## src/rtl/spi_slave_if.sv

```systemverilog
// Bus bundle between the SPI responder and its user: SPI pins plus the
// transmit buffer / receive stream handshakes.
interface spi_slave_if #(
  parameter int DATA_W = 16
);
  logic              sclk;
  logic              cs_n;
  logic              mosi;
  logic              miso;
  logic              miso_oe;
  logic [DATA_W-1:0] tx_data;
  logic              tx_valid;
  logic              tx_ready;
  logic [DATA_W-1:0] rx_data;
  logic              rx_valid;
  logic              busy;
  logic              underrun;
  logic              frame_err;

  modport slave (
    input  sclk, cs_n, mosi, tx_data, tx_valid,
    output miso, miso_oe, tx_ready, rx_data, rx_valid, busy, underrun, frame_err
  );

  modport master (
    output sclk, cs_n, mosi, tx_data, tx_valid,
    input  miso, miso_oe, tx_ready, rx_data, rx_valid, busy, underrun, frame_err
  );
endinterface

```

## src/rtl/spi_slave.sv

```systemverilog
// SPI responder with all pins oversampled into clk; fixed CPOL/CPHA, MSB-first
// frames of DATA_W bits, one-word transmit buffer and pulsed receive output.
module spi_slave #(
  parameter logic [1:0] MODE   = 2'b01,
  parameter int         DATA_W = 16
) (
  input logic        clk,
  input logic        rst_n,
  spi_slave_if.slave bus
);
  localparam int              CNT_W    = $clog2(DATA_W + 1);
  localparam logic            CPOL     = MODE[1];
  localparam logic            CPHA     = MODE[0];
  localparam logic [CNT_W-1:0] LAST_BIT = CNT_W'(DATA_W - 1);
  localparam logic [0:0]      ST_IDLE   = 1'b0;
  localparam logic [0:0]      ST_ACTIVE = 1'b1;
  // Reset values chosen so no spurious edge is seen when reset releases.
  localparam logic [1:0]      PIN_RST   = {1'b1, CPOL};

  logic [1:0] pin_raw;
  logic [1:0] pin_sync;
  logic [1:0] pin_hist;
  logic [1:0] mosi_pipe_reg;
  logic       mosi_sync;

  assign pin_raw = {bus.cs_n, bus.sclk};

  // Channel 0 is sclk, channel 1 is cs_n: two sync flops plus an edge history flop.
  generate
    for (genvar gi = 0; gi < 2; gi++) begin : g_sync
      logic [2:0] pipe_reg;
      always_ff @(posedge clk or negedge rst_n) begin
        if (!rst_n) pipe_reg <= {3{PIN_RST[gi]}};
        else        pipe_reg <= {pipe_reg[1:0], pin_raw[gi]};
      end
      assign pin_sync[gi] = pipe_reg[1];
      assign pin_hist[gi] = pipe_reg[2];
    end
  endgenerate

  always_ff @(posedge clk or negedge rst_n) begin
    if (!rst_n) mosi_pipe_reg <= 2'b00;
    else        mosi_pipe_reg <= {mosi_pipe_reg[0], bus.mosi};
  end
  assign mosi_sync = mosi_pipe_reg[1];

  logic [0:0]        state_reg;
  logic [CNT_W-1:0]  cnt_reg;
  logic [DATA_W-1:0] tx_shift_reg;
  logic [DATA_W-1:0] rx_shift_reg;
  logic [DATA_W-1:0] rx_data_reg;
  logic [DATA_W-1:0] buf_data_reg;
  logic              buf_full_reg;
  logic              rx_valid_reg;
  logic              underrun_reg;
  logic              frame_err_reg;

  logic sclk_rise, sclk_fall, lead_edge, trail_edge, sample_edge, shift_edge;
  logic cs_fall, cs_rise, active, frame_done, load, accept;
  logic [DATA_W-1:0] rx_word;

  assign sclk_rise   = pin_sync[0] & ~pin_hist[0];
  assign sclk_fall   = ~pin_sync[0] & pin_hist[0];
  assign lead_edge   = CPOL ? sclk_fall : sclk_rise;
  assign trail_edge  = CPOL ? sclk_rise : sclk_fall;
  assign sample_edge = CPHA ? trail_edge : lead_edge;
  assign shift_edge  = CPHA ? lead_edge : trail_edge;
  assign cs_fall     = ~pin_sync[1] & pin_hist[1];
  assign cs_rise     = pin_sync[1] & ~pin_hist[1];
  assign active      = (state_reg == ST_ACTIVE);
  assign rx_word     = {rx_shift_reg[DATA_W-2:0], mosi_sync};
  assign frame_done  = active & ~cs_rise & sample_edge & (cnt_reg == LAST_BIT);
  assign load        = (~active & cs_fall) | frame_done;
  assign accept      = bus.tx_valid & ~buf_full_reg;

  always_ff @(posedge clk or negedge rst_n) begin
    if (!rst_n) begin
      state_reg     <= ST_IDLE;
      cnt_reg       <= '0;
      tx_shift_reg  <= '0;
      rx_shift_reg  <= '0;
      rx_data_reg   <= '0;
      buf_data_reg  <= '0;
      buf_full_reg  <= 1'b0;
      rx_valid_reg  <= 1'b0;
      underrun_reg  <= 1'b0;
      frame_err_reg <= 1'b0;
    end else begin
      rx_valid_reg  <= 1'b0;
      underrun_reg  <= 1'b0;
      frame_err_reg <= 1'b0;

      // Both decisions use the pre-edge buffer state, so a word accepted
      // alongside a load waits for the next frame.
      if (accept) begin
        buf_full_reg <= 1'b1;
        buf_data_reg <= bus.tx_data;
      end else if (load) begin
        buf_full_reg <= 1'b0;
      end

      if (load) begin
        tx_shift_reg <= buf_full_reg ? buf_data_reg : '0;
        underrun_reg <= ~buf_full_reg;
      end

      if (!active) begin
        cnt_reg <= '0;
        if (cs_fall) state_reg <= ST_ACTIVE;
      end else if (cs_rise) begin
        state_reg     <= ST_IDLE;
        cnt_reg       <= '0;
        frame_err_reg <= (cnt_reg != '0);
      end else if (sample_edge) begin
        rx_shift_reg <= rx_word;
        if (frame_done) begin
          rx_data_reg  <= rx_word;
          rx_valid_reg <= 1'b1;
          cnt_reg      <= '0;
        end else begin
          cnt_reg <= cnt_reg + 1'b1;
        end
      end else if (shift_edge && cnt_reg != '0) begin
        // Counter gate drops the CPHA=1 first leading edge and the CPHA=0 post-frame edge.
        tx_shift_reg <= {tx_shift_reg[DATA_W-2:0], 1'b0};
      end
    end
  end

  assign bus.miso      = active & tx_shift_reg[DATA_W-1];
  assign bus.miso_oe   = ~pin_sync[1];
  assign bus.tx_ready  = ~buf_full_reg;
  assign bus.rx_data   = rx_data_reg;
  assign bus.rx_valid  = rx_valid_reg;
  assign bus.busy      = active;
  assign bus.underrun  = underrun_reg;
  assign bus.frame_err = frame_err_reg;
endmodule

```

## src/flat_wrapper.sv

```systemverilog
// flat-port wrapper written by rule: the top's interface ports become plain ports
module spi_slave_flat 
#(
  parameter logic [1:0] MODE   = 2'b01,
  parameter int         DATA_W = 16
)
  (clk, rst_n, bus_sclk, bus_cs_n, bus_mosi, bus_tx_data, bus_tx_valid, bus_miso, bus_miso_oe, bus_tx_ready, bus_rx_data, bus_rx_valid, bus_busy, bus_underrun, bus_frame_err);
  spi_slave_if #(.DATA_W(DATA_W)) bus_i ();
  input logic clk;
  input logic rst_n;
  input wire logic [$bits(bus_i.sclk)-1:0] bus_sclk;
  input wire logic [$bits(bus_i.cs_n)-1:0] bus_cs_n;
  input wire logic [$bits(bus_i.mosi)-1:0] bus_mosi;
  input wire logic [$bits(bus_i.tx_data)-1:0] bus_tx_data;
  input wire logic [$bits(bus_i.tx_valid)-1:0] bus_tx_valid;
  output wire logic [$bits(bus_i.miso)-1:0] bus_miso;
  output wire logic [$bits(bus_i.miso_oe)-1:0] bus_miso_oe;
  output wire logic [$bits(bus_i.tx_ready)-1:0] bus_tx_ready;
  output wire logic [$bits(bus_i.rx_data)-1:0] bus_rx_data;
  output wire logic [$bits(bus_i.rx_valid)-1:0] bus_rx_valid;
  output wire logic [$bits(bus_i.busy)-1:0] bus_busy;
  output wire logic [$bits(bus_i.underrun)-1:0] bus_underrun;
  output wire logic [$bits(bus_i.frame_err)-1:0] bus_frame_err;
  assign bus_i.sclk = bus_sclk;
  assign bus_i.cs_n = bus_cs_n;
  assign bus_i.mosi = bus_mosi;
  assign bus_i.tx_data = bus_tx_data;
  assign bus_i.tx_valid = bus_tx_valid;
  assign bus_miso = bus_i.miso;
  assign bus_miso_oe = bus_i.miso_oe;
  assign bus_tx_ready = bus_i.tx_ready;
  assign bus_rx_data = bus_i.rx_data;
  assign bus_rx_valid = bus_i.rx_valid;
  assign bus_busy = bus_i.busy;
  assign bus_underrun = bus_i.underrun;
  assign bus_frame_err = bus_i.frame_err;
  spi_slave #(.MODE(MODE), .DATA_W(DATA_W)) u_core (.clk(clk), .rst_n(rst_n), .bus(bus_i));
endmodule
```

## config.mk

```make
export PLATFORM = sky130hd
export DESIGN_NAME = spi_slave_flat
export DESIGN_NICKNAME = d
export VERILOG_FILES = /design/src/rtl/spi_slave_if.sv /design/src/rtl/spi_slave.sv /design/src/flat_wrapper.sv
export SDC_FILE = /design/constraint.sdc
export NUM_CORES = 1
export LEC_CHECK = 0
export CAP_MARGIN = 10
export CORE_MARGIN = 10
export CORE_UTILIZATION = 50
export DETAILED_ROUTE_END_ITERATION = 6
export PLACE_DENSITY = 0.74
export SLEW_MARGIN = 25
export SYNTH_ARGS = -nofsm -noshare
export SYNTH_HDL_FRONTEND = slang
export SYNTH_SLANG_ARGS = --single-unit
```

## constraint.sdc

```tcl
create_clock -name clk -period 5.42 [get_ports clk]
set_clock_uncertainty 0.2 [all_clocks]
set_input_delay 1.084 -clock clk [delete_from_list [all_inputs] [get_ports clk]]
set_output_delay 1.084 -clock clk [all_outputs]
set_load 0.02 [all_outputs]
```

==> results.sh, run 1 <==
export IMPL_run_status="finished clean"
export IMPL_cellLeakagePower_uw=0.001892
export IMPL_worst_hold_margin_ps=158.2
export IMPL_yosys_register_bits=81
export IMPL_wl_um=6360
export IMPL_synth_top_cell_area_share=0.5830
export IMPL_groute_usage_overall=0.1322
export IMPL_synthesis_nets=302
export IMPL_drt_initial_drc_count=83
export IMPL_cp_required_ps=4140
export IMPL_nNetsFinal=344
export IMPL_rr_worst_depth=6
export IMPL_worst_margin_slew_ps=764.2
export IMPL_grt_start_max_net_pins=82
export IMPL_worst_hold_path_num_cells=0
export IMPL_avgRoutedWirePerCell_um=15.82
export IMPL_path_class="reg -> out"
export IMPL_syn_area_per_cell_um2=12.04
export IMPL_number_of_global_route_vias_before_repair=2122
export IMPL_cts_buffers_inserted=9
export IMPL_pin_count=45
export IMPL_core_region_area_um2=6422
export IMPL_timing_critical_path_arrival_ps=1660
export IMPL_setup_bufs_post_cts=0
export IMPL_drive_gt1_frac=0.2215
export IMPL_ctsHoldBuffers=0
export IMPL_synth_top_cells_by_count="78 x dfrtp_1, 67 x nand2_1, 32 x mux2_2"
export IMPL_antenna_found_initial=0
export IMPL_clk_path_buf_depth=2
export IMPL_synth_cells=278
export IMPL_antennaDiodeCount=0
export IMPL_cap_viol_max_count=0
export IMPL_timing_critical_path_from_type="flop"
export IMPL_die_w_um=101.8
export IMPL_cts_root_buffer="clkbuf_8"
export IMPL_syn2layout_area_growth_pct=20.22
export IMPL_synth_warning_count=0
export IMPL_viasPerCell=5.333
export IMPL_die_height_um=101.8
export IMPL_finalSetupViolCount=0
export IMPL_drcViolationCount=0
export IMPL_cts_sink_count=81
export IMPL_clock_latency_ps=350
export IMPL_synth_yosys_seq_area_share=0.6065
export IMPL_globalRoute_totalOverflow=0
export IMPL_synth_top_cell_by_area="dfrtp_1"
export IMPL_floorplan_rows=29
export IMPL_start_util=0.5213
export IMPL_drv_slew=0
export IMPL_critical_path_peak_fanout=20
export IMPL_worst_setup_path_end_kind="output pin"
export IMPL_mapped_cell_area_um2=3348
export IMPL_distinct_cell_type_count_after_synthesis=37
export IMPL_htreeDepth=3
export IMPL_fp_dieArea_um2=10370
export IMPL_post_dp_hpwl_um=4367
export IMPL_dpl_worst_slack_ps=2830
export IMPL_ranking_of_synthesized_cells_by_area="dfrtp_1 58%, mux2_2 11%, nand2_1 7.5%, a221o_1 3.0%, a21oi_1 2.4%"
export IMPL_setup_slack_ps=2479
export IMPL_final_setup_tns_ps=0
export IMPL_final_util=0.6267
export IMPL_powerDensity_nw_per_um2=415.6
export IMPL_drtAntennaViolNets=0
export IMPL_timing_final_hold_violations=0
export IMPL_grt_setup_unrepaired="false"
export IMPL_tritoncts_clock_tree="built"
export IMPL_post_route_period_util=0.5427
export IMPL_routed_via_count=2144
export IMPL_firstDrtPassIters=4
export IMPL_yosysMostFrequentCell="dfrtp_1"
export IMPL_grt_first_pass_wirelength_um=10750
export IMPL_finalCriticalPeriod_ps=2941
export IMPL_postSynth_asyncResetShare=1.000
export IMPL_vdd_ir_drop_max_mv=0.2415
export IMPL_gp_routability_congestion=0.7653
export IMPL_buffer_ports_inserted=44
export IMPL_most_used_flip_flop_cell_after_synthesis="dfrtp_1"
export IMPL_holdCritPathClass="reg -> reg"
export IMPL_clk_pin_slew_ps=80
export IMPL_timing_slew_headroom=0.4891
export IMPL_synth_edff_count=0
export IMPL_cts_resized=0
export IMPL_fmax_ghz=0.3400
per-layer routing:
layer / part of all wire / track usage / vias up
li1: - / - / 1032
met4: 0.019 / 0.06616 / 0
met3: 0.058 / 0.04116 / 14
met1: 0.44 / 0.1679 / 1058
met2: 0.49 / 0.2008 / 40
met5: 0 / 0 / -
worst paths after layout:
path                                                    from                                 end  slack, ps
setup / recovery             u_core.buf_full_reg$_DFFE_PN0P_                        bus_tx_ready       2480
hold reg to reg            u_core.mosi_pipe_reg[0]$_DFF_PN0_   u_core.mosi_pipe_reg[1]$_DFF_PN0_        160
max in group asynchronous                              rst_n   u_core.tx_shift_reg[11]$_DFF_PN0_       3990
setup reg to reg               u_core.cnt_reg[1]$_DFFE_PN0P_   u_core.tx_shift_reg[15]$_DFF_PN0_       2970
hold / removal             u_core.mosi_pipe_reg[0]$_DFF_PN0_   u_core.mosi_pipe_reg[1]$_DFF_PN0_        160
min in group asynchronous                              rst_n  u_core.rx_shift_reg[9]$_DFFE_PN0P_        550
cell type report:
| type | instances | area (um2) |
|---|---|---|
| Clock buffer | 10 | 127.6 |
| Sequential cell | 81 | 2031 |
| Fill cell | 505 | 2397 |
| Clock inverter | 6 | 91.34 |
| Inverter | 6 | 27.53 |
| Multi-Input combinational cell | 177 | 1202 |
| Timing Repair Buffer | 45 | 449.2 |
| Tap cell | 77 | 96.34 |
cells in the final DEF (no fill, tap or decap), drive strengths merged, types with 7 or more instances in the layout:
cell / Yosys / layout
a221o: 15 / 15
mux2: 32 / 32
clkdlybuf4s50: 0 / 43
clkbuf: 6 / 10
a21oi: 16 / 16
and2: 16 / 16
nand2: 68 / 68
inv: 6 / 7
dfrtp: 78 / 78
nor2: 7 / 7
power breakdown:
group / internal (uW) / total [uW] / switching, uW
Sequential: 758 / 863 / 106
Combinational: 207 / 331 / 124
Clock: 262 / 479 / 217
Total: 1230 / 1670 / 446
through the flow:
| step | std cells | instance area, um2 | total power, uW |
|---|---|---|---|
| final | 402 | 4025 | 1673 |
| after detailed placement | 386 | 3802 | 1205 |
| after CTS | 402 | 4021 | 1687 |
| after floorplan | 278 | 3348 | 1105 |
| after global placement | 386 | 3802 | 1190 |
| after global routing | 402 | 4025 | 1774 |
critical path: stages (launching register included):
cell and delay [ps]:
dfrtp_1 660, inv_1 90, clkdlybuf4s50_1 560
kinds of logic after synthesis:
group,synth area share
multiplexers,0.1076
adder cells (fa/ha/maj),0.007473
flip-flops,0.6065
buffers and inverters,0.03438
AND/OR/NAND/NOR,0.1551
AO/OA/AOI/OAI,0.08371
XOR/XNOR,0.005233
Power figures use the tool's default switching activity.
==> run 2: changes to the inputs <==
==> constraint.sdc (replaced) <==
create_clock -name clk -period 2.87 [get_ports clk]
set_clock_uncertainty 0.2 [all_clocks]
set_input_delay 0.574 -clock clk [delete_from_list [all_inputs] [get_ports clk]]
set_output_delay 0.574 -clock clk [all_outputs]
set_load 0.02 [all_outputs]
==> results.sh, run 2 (synthesized netlist as in run 1, its figures left out) <==
export IMPL_final_util=0.6308
export IMPL_final_setup_tns_ps=0
export IMPL_drtAntennaViolNets=0
export IMPL_wl_met2_um=3245
export IMPL_worst_hold_path_num_cells=0
export IMPL_antennaDiodeCount=0
export IMPL_worst_path_stages=2
export IMPL_ff2ff_setup_slack_ps=630
export IMPL_holdCritPathClass="reg -> reg"
export IMPL_buffer_ports_inserted=44
export IMPL_cts_buffers_inserted=9
export IMPL_grt_first_pass_wirelength_um=10930
export IMPL_path_class="reg -> out"
export IMPL_viasPerCell=5.307
export IMPL_numPlacedInstances=390
export IMPL_floorplan_rows=29
export IMPL_critical_path_max_stage_delay_ps=600
export IMPL_wl_um=6540
export IMPL_gp_routability_congestion=0.7649
export IMPL_powerDensity_nw_per_um2=765.7
export IMPL_finalSetupViolCount=0
export IMPL_start_util=0.5213
export IMPL_tritoncts_clock_tree="built"
export IMPL_cp_slowest_cell="clkdlybuf4s50_1"
export IMPL_ctsHoldBuffers=1
export IMPL_run_status="finished clean"
export IMPL_globalRoute_totalOverflow=0
export IMPL_timing_final_hold_violations=0
export IMPL_die_w_um=101.8
export IMPL_firstDrtPassIters=4
export IMPL_nNetsFinal=349
export IMPL_clk_pin_slew_ps=80
export IMPL_cp_cell_sequence="and2_1 -> clkdlybuf4s50_1"
export IMPL_cts_root_buffer="clkbuf_8"
export IMPL_number_of_global_route_vias_before_repair=2295
export IMPL_post_route_period_util=0.8452
export IMPL_critical_path_peak_fanout=9
export IMPL_drt_initial_drc_count=97
export IMPL_finalNonFillerCells=407
export IMPL_dpl_worst_slack_ps=626.0
export IMPL_clock_latency_ps=340
export IMPL_cp_num_buf_inv=1
export IMPL_clk_path_buf_depth=2
export IMPL_met3RoutedLength_um=376
export IMPL_total_power_uw=3102
export IMPL_setup_bufs_post_cts=0
export IMPL_rr_worst_depth=6
export IMPL_drcViolationCount=0
export IMPL_drive_gt1_frac=0.2303
export IMPL_antenna_found_initial=0
export IMPL_post_dp_hpwl_um=4542
export IMPL_wirelength_met1_um=2818
export IMPL_final_common_cell="dfrtp_1"
export IMPL_fmax_ghz=0.4123
export IMPL_cts_resized=0
export IMPL_setup_slack_ps=444.3
export IMPL_routed_via_count=2160
export IMPL_worst_margin_slew_ps=627.1
export IMPL_cellLeakagePower_uw=0.001902
export IMPL_core_region_area_um2=6422
export IMPL_syn2layout_area_growth_pct=21.00
export IMPL_fp_dieArea_um2=10370
export IMPL_cap_viol_max_count=0
export IMPL_cp_required_ps=2100
export IMPL_vdd_ir_drop_max_mv=0.4814
export IMPL_highest_layer="met4"
export IMPL_grt_start_max_net_pins=46
export IMPL_timing_critical_path_arrival_ps=1650
export IMPL_finalCriticalPeriod_ps=2426
export IMPL_drv_slew=0
export IMPL_die_height_um=101.8
export IMPL_avgRoutedWirePerCell_um=16.07
export IMPL_timing_critical_path_from_type="flop"
export IMPL_critPathTopFamily="buffers and inverters"
export IMPL_worst_setup_path_end_kind="output pin"
export IMPL_cts_sink_count=81
export IMPL_grt_setup_unrepaired="false"
export IMPL_layout_common_cells="78 x dfrtp_1, 67 x nand2_1, 43 x clkdlybuf4s50_1"
export IMPL_htreeDepth=3
export IMPL_groute_usage_overall=0.1339
export IMPL_pin_count=45
export IMPL_timing_slew_headroom=0.5815
## run 2: cell types whose count changed in the layout (fill, tap and decap cells not counted), sizes merged
cell,delta
dlygate4sd3,+1
inv,-1
clkinv,-1
clkbuf,+1
bufinv,-1
clkinvlp,+2
buf,+4
## run 2: metrics by stage
stage	hold WS, ps	area (um2)
2_1_floorplan	78.41	3348
3_3_place_gp	136.4	3845
3_5_place_dp	137.1	3845
4_1_cts	153.0	4051
5_1_grt	157.8	4051
6_report	151.8	4051
## run 2: metal layers
metal / global-route usage / vias to the layer above
met1: 0.1625 / 1065
met5: 0 / -
met2: 0.2107 / 45
met3: 0.04926 / 9
met4: 0.05857 / 0
li1: - / 1041
## run 2: area by class of cell
class	instances	area, um2
clock buffer	11	141.4
multi-input combinational	177	1202
timing repair buffer	50	498.0
tap	77	96.34
fill	502	2371
inverter	6	27.53
clock inverter	5	55.05
sequential	81	2031
## run 2: final timing paths
path / from / endpoint
setup / recovery: u_core.bus.busy$_DFF_PN0_ / bus_miso
hold / removal: u_core.g_sync[0].pipe_reg[0]$_DFF_PN0_ / u_core.g_sync[0].pipe_reg[1]$_DFF_PN0_
setup reg to reg: u_core.cnt_reg[0]$_DFFE_PN0P_ / u_core.tx_shift_reg[8]$_DFF_PN0_
hold reg to reg: u_core.g_sync[0].pipe_reg[0]$_DFF_PN0_ / u_core.g_sync[0].pipe_reg[1]$_DFF_PN0_
max in group asynchronous: rst_n / u_core.buf_data_reg[10]$_DFFE_PN0P_
min in group asynchronous: rst_n / u_core.bus.rx_data[11]$_DFFE_PN0P_
## run 2: report_power, final
part           internal [uW]  switching [uW]
sequential              1430             163
combinational            403             276
clock                    423             404
total                   2260             844
==> run 3: changes to the inputs <==
==> constraint.sdc (replaced) <==
create_clock -name clk -period 2.5 [get_ports clk]
set_clock_uncertainty 0.2 [all_clocks]
set_input_delay 0.5 -clock clk [delete_from_list [all_inputs] [get_ports clk]]
set_output_delay 0.5 -clock clk [all_outputs]
set_load 0.02 [all_outputs]
==> results.sh, run 3 (synthesized netlist as in run 1, its figures left out) <==
export IMPL_drive_gt1_frac=0.2372
export IMPL_cts_root_buffer="clkbuf_8"
export IMPL_antenna_found_initial=0
export IMPL_number_of_global_route_vias_before_repair=2309
export IMPL_worst_hold_path_num_cells=0
export IMPL_cp_required_ps=1800
export IMPL_nNetsFinal=352
export IMPL_critical_path_max_stage_delay_ps=600
export IMPL_post_route_period_util=0.9403
export IMPL_core_region_area_um2=6422
export IMPL_syn2layout_area_growth_pct=21.71
export IMPL_viasPerCell=5.320
export IMPL_worst_path_stages=2
export IMPL_die_height_um=101.8
export IMPL_firstDrtPassIters=4
export IMPL_drcViolationCount=0
export IMPL_final_setup_tns_ps=0
export IMPL_worst_margin_slew_ps=636.8
export IMPL_worst_hold_margin_ps=156.8
export IMPL_setup_bufs_post_cts=0
export IMPL_critPathTopFamily="buffers and inverters"
export IMPL_vdd_ir_drop_max_mv=0.4777
export IMPL_filler_instances=493
export IMPL_final_seq_area_um2=2031
export IMPL_buffer_ports_inserted=44
export IMPL_powerDensity_nw_per_um2=873.3
export IMPL_clock_latency_ps=350
export IMPL_cp_cell_sequence="and2_1 -> clkdlybuf4s50_1"
export IMPL_cp_slowest_cell="clkdlybuf4s50_1"
export IMPL_timing_final_hold_violations=0
export IMPL_clk_path_buf_depth=2
export IMPL_drv_slew=0
export IMPL_groute_usage_overall=0.1356
export IMPL_holdCritPathClass="reg -> reg"
export IMPL_htreeDepth=3
export IMPL_grt_start_max_net_pins=46
export IMPL_wl_um=6523
export IMPL_avgRoutedWirePerCell_um=15.91
export IMPL_cts_buffers_inserted=9
export IMPL_worst_setup_path_end_kind="output pin"
export IMPL_clk_pin_slew_ps=80
export IMPL_finalSetupViolCount=0
export IMPL_cellLeakagePower_uw=0.001919
export IMPL_cap_viol_max_count=0
export IMPL_rr_worst_depth=6
export IMPL_finalCriticalPeriod_ps=2351
export IMPL_path_class="reg -> out"
export IMPL_post_dp_hpwl_um=4524
export IMPL_layout_common_cells="78 x dfrtp_1, 67 x nand2_1, 43 x clkdlybuf4s50_1"
export IMPL_drtAntennaViolNets=0
export IMPL_cts_sink_count=81
export IMPL_pin_count=45
export IMPL_grt_first_pass_wirelength_um=11160
export IMPL_gp_routability_congestion=0.7417
export IMPL_die_w_um=101.8
export IMPL_fp_dieArea_um2=10370
export IMPL_routed_via_count=2181
export IMPL_start_util=0.5213
export IMPL_grt_setup_unrepaired="false"
export IMPL_drt_initial_drc_count=58
export IMPL_tritoncts_clock_tree="built"
export IMPL_fmax_ghz=0.4254
export IMPL_cp_num_buf_inv=1
export IMPL_antennaDiodeCount=0
export IMPL_floorplan_rows=29
export IMPL_critical_path_peak_fanout=9
export IMPL_run_status="finished clean"
export IMPL_timing_critical_path_arrival_ps=1650
export IMPL_timing_critical_path_from_type="flop"
export IMPL_footprint_of_the_multi_input_gates_um2=1202
export IMPL_cts_resized=0
export IMPL_final_common_cell="dfrtp_1"
export IMPL_globalRoute_totalOverflow=0
export IMPL_timing_slew_headroom=0.5750
==> run 3: cell types whose count changed in the layout (fill, tap and decap cells not counted) <==
| cell | change |
|---|---|
| clkinvlp_4 | -1 |
| buf_4 | +3 |
| clkinv_4 | +1 |
==> run 3: worst reg2reg max path, stage by stage (launching register included) <==
cell     delay [ps]
dfrtp_1         400
inv_1            80
ha_1            130
or4b_4          470
nand2_2          90
nor2_2          120
a221o_2         410
==> run 3: cell type report <==
type | count | area share
clock buffers | 11 | 0.03469
inverters | 6 | 0.006755
well taps | 77 | 0.02364
clock inverters | 5 | 0.01382
repair buffers | 53 | 0.1277
multi-input cells | 177 | 0.2951
flip-flops and latches | 81 | 0.4983
==> run 3: what timing repair did <==
item / CTS / global route
endpoints found under the hold margin: 41 / 0
setup endpoints to repair: 0 / 0
hold buffers: 1 / 0
==> run 3: path summary, 6_finish.rpt <==
kind                            slack (ps)                                   start                                     end
worst min-delay path                   160  u_core.g_sync[0].pipe_reg[0]$_DFF_PN0_  u_core.g_sync[0].pipe_reg[1]$_DFF_PN0_
min in group asynchronous              480                                   rst_n      u_core.bus.rx_data[10]$_DFFE_PN0P_
worst max register to register         490           u_core.cnt_reg[0]$_DFFE_PN0P_        u_core.tx_shift_reg[2]$_DFF_PN0_
max in group asynchronous             1020                                   rst_n        u_core.tx_shift_reg[8]$_DFF_PN0_
worst max-delay path                   150               u_core.bus.busy$_DFF_PN0_                                bus_miso
worst min register to register         160  u_core.g_sync[0].pipe_reg[0]$_DFF_PN0_  u_core.g_sync[0].pipe_reg[1]$_DFF_PN0_
==> run 3: layer usage <==
metal	vias up	share of wire	track usage
li1	1047	-	-
met1	1088	0.44	0.1692
met2	38	0.49	0.2127
met3	8	0.054	0.03779
met4	0	0.012	0.06833
met5	-	0	0
==> run 3: through the flow <==
step                cell area (um2)  worst slack [ps]    util  cells  power (uW)
floorplan                      3348             544.3       -    278        2396
global placement               3867             508.6  0.6022    393        2610
detailed placement             3867             482.1  0.6022    393        2645
CTS                            4075             119.6  0.6345    410        3596
global route                   4075             88.22  0.6345    410        3761
finish                         4075             149.4  0.6345    410        3559
==> run 3: power by group <==
part / internal (uW) / total, uW / switching (uW)
Clock: 487 / 947 / 460
Sequential: 1640 / 1830 / 184
Combinational: 463 / 785 / 321
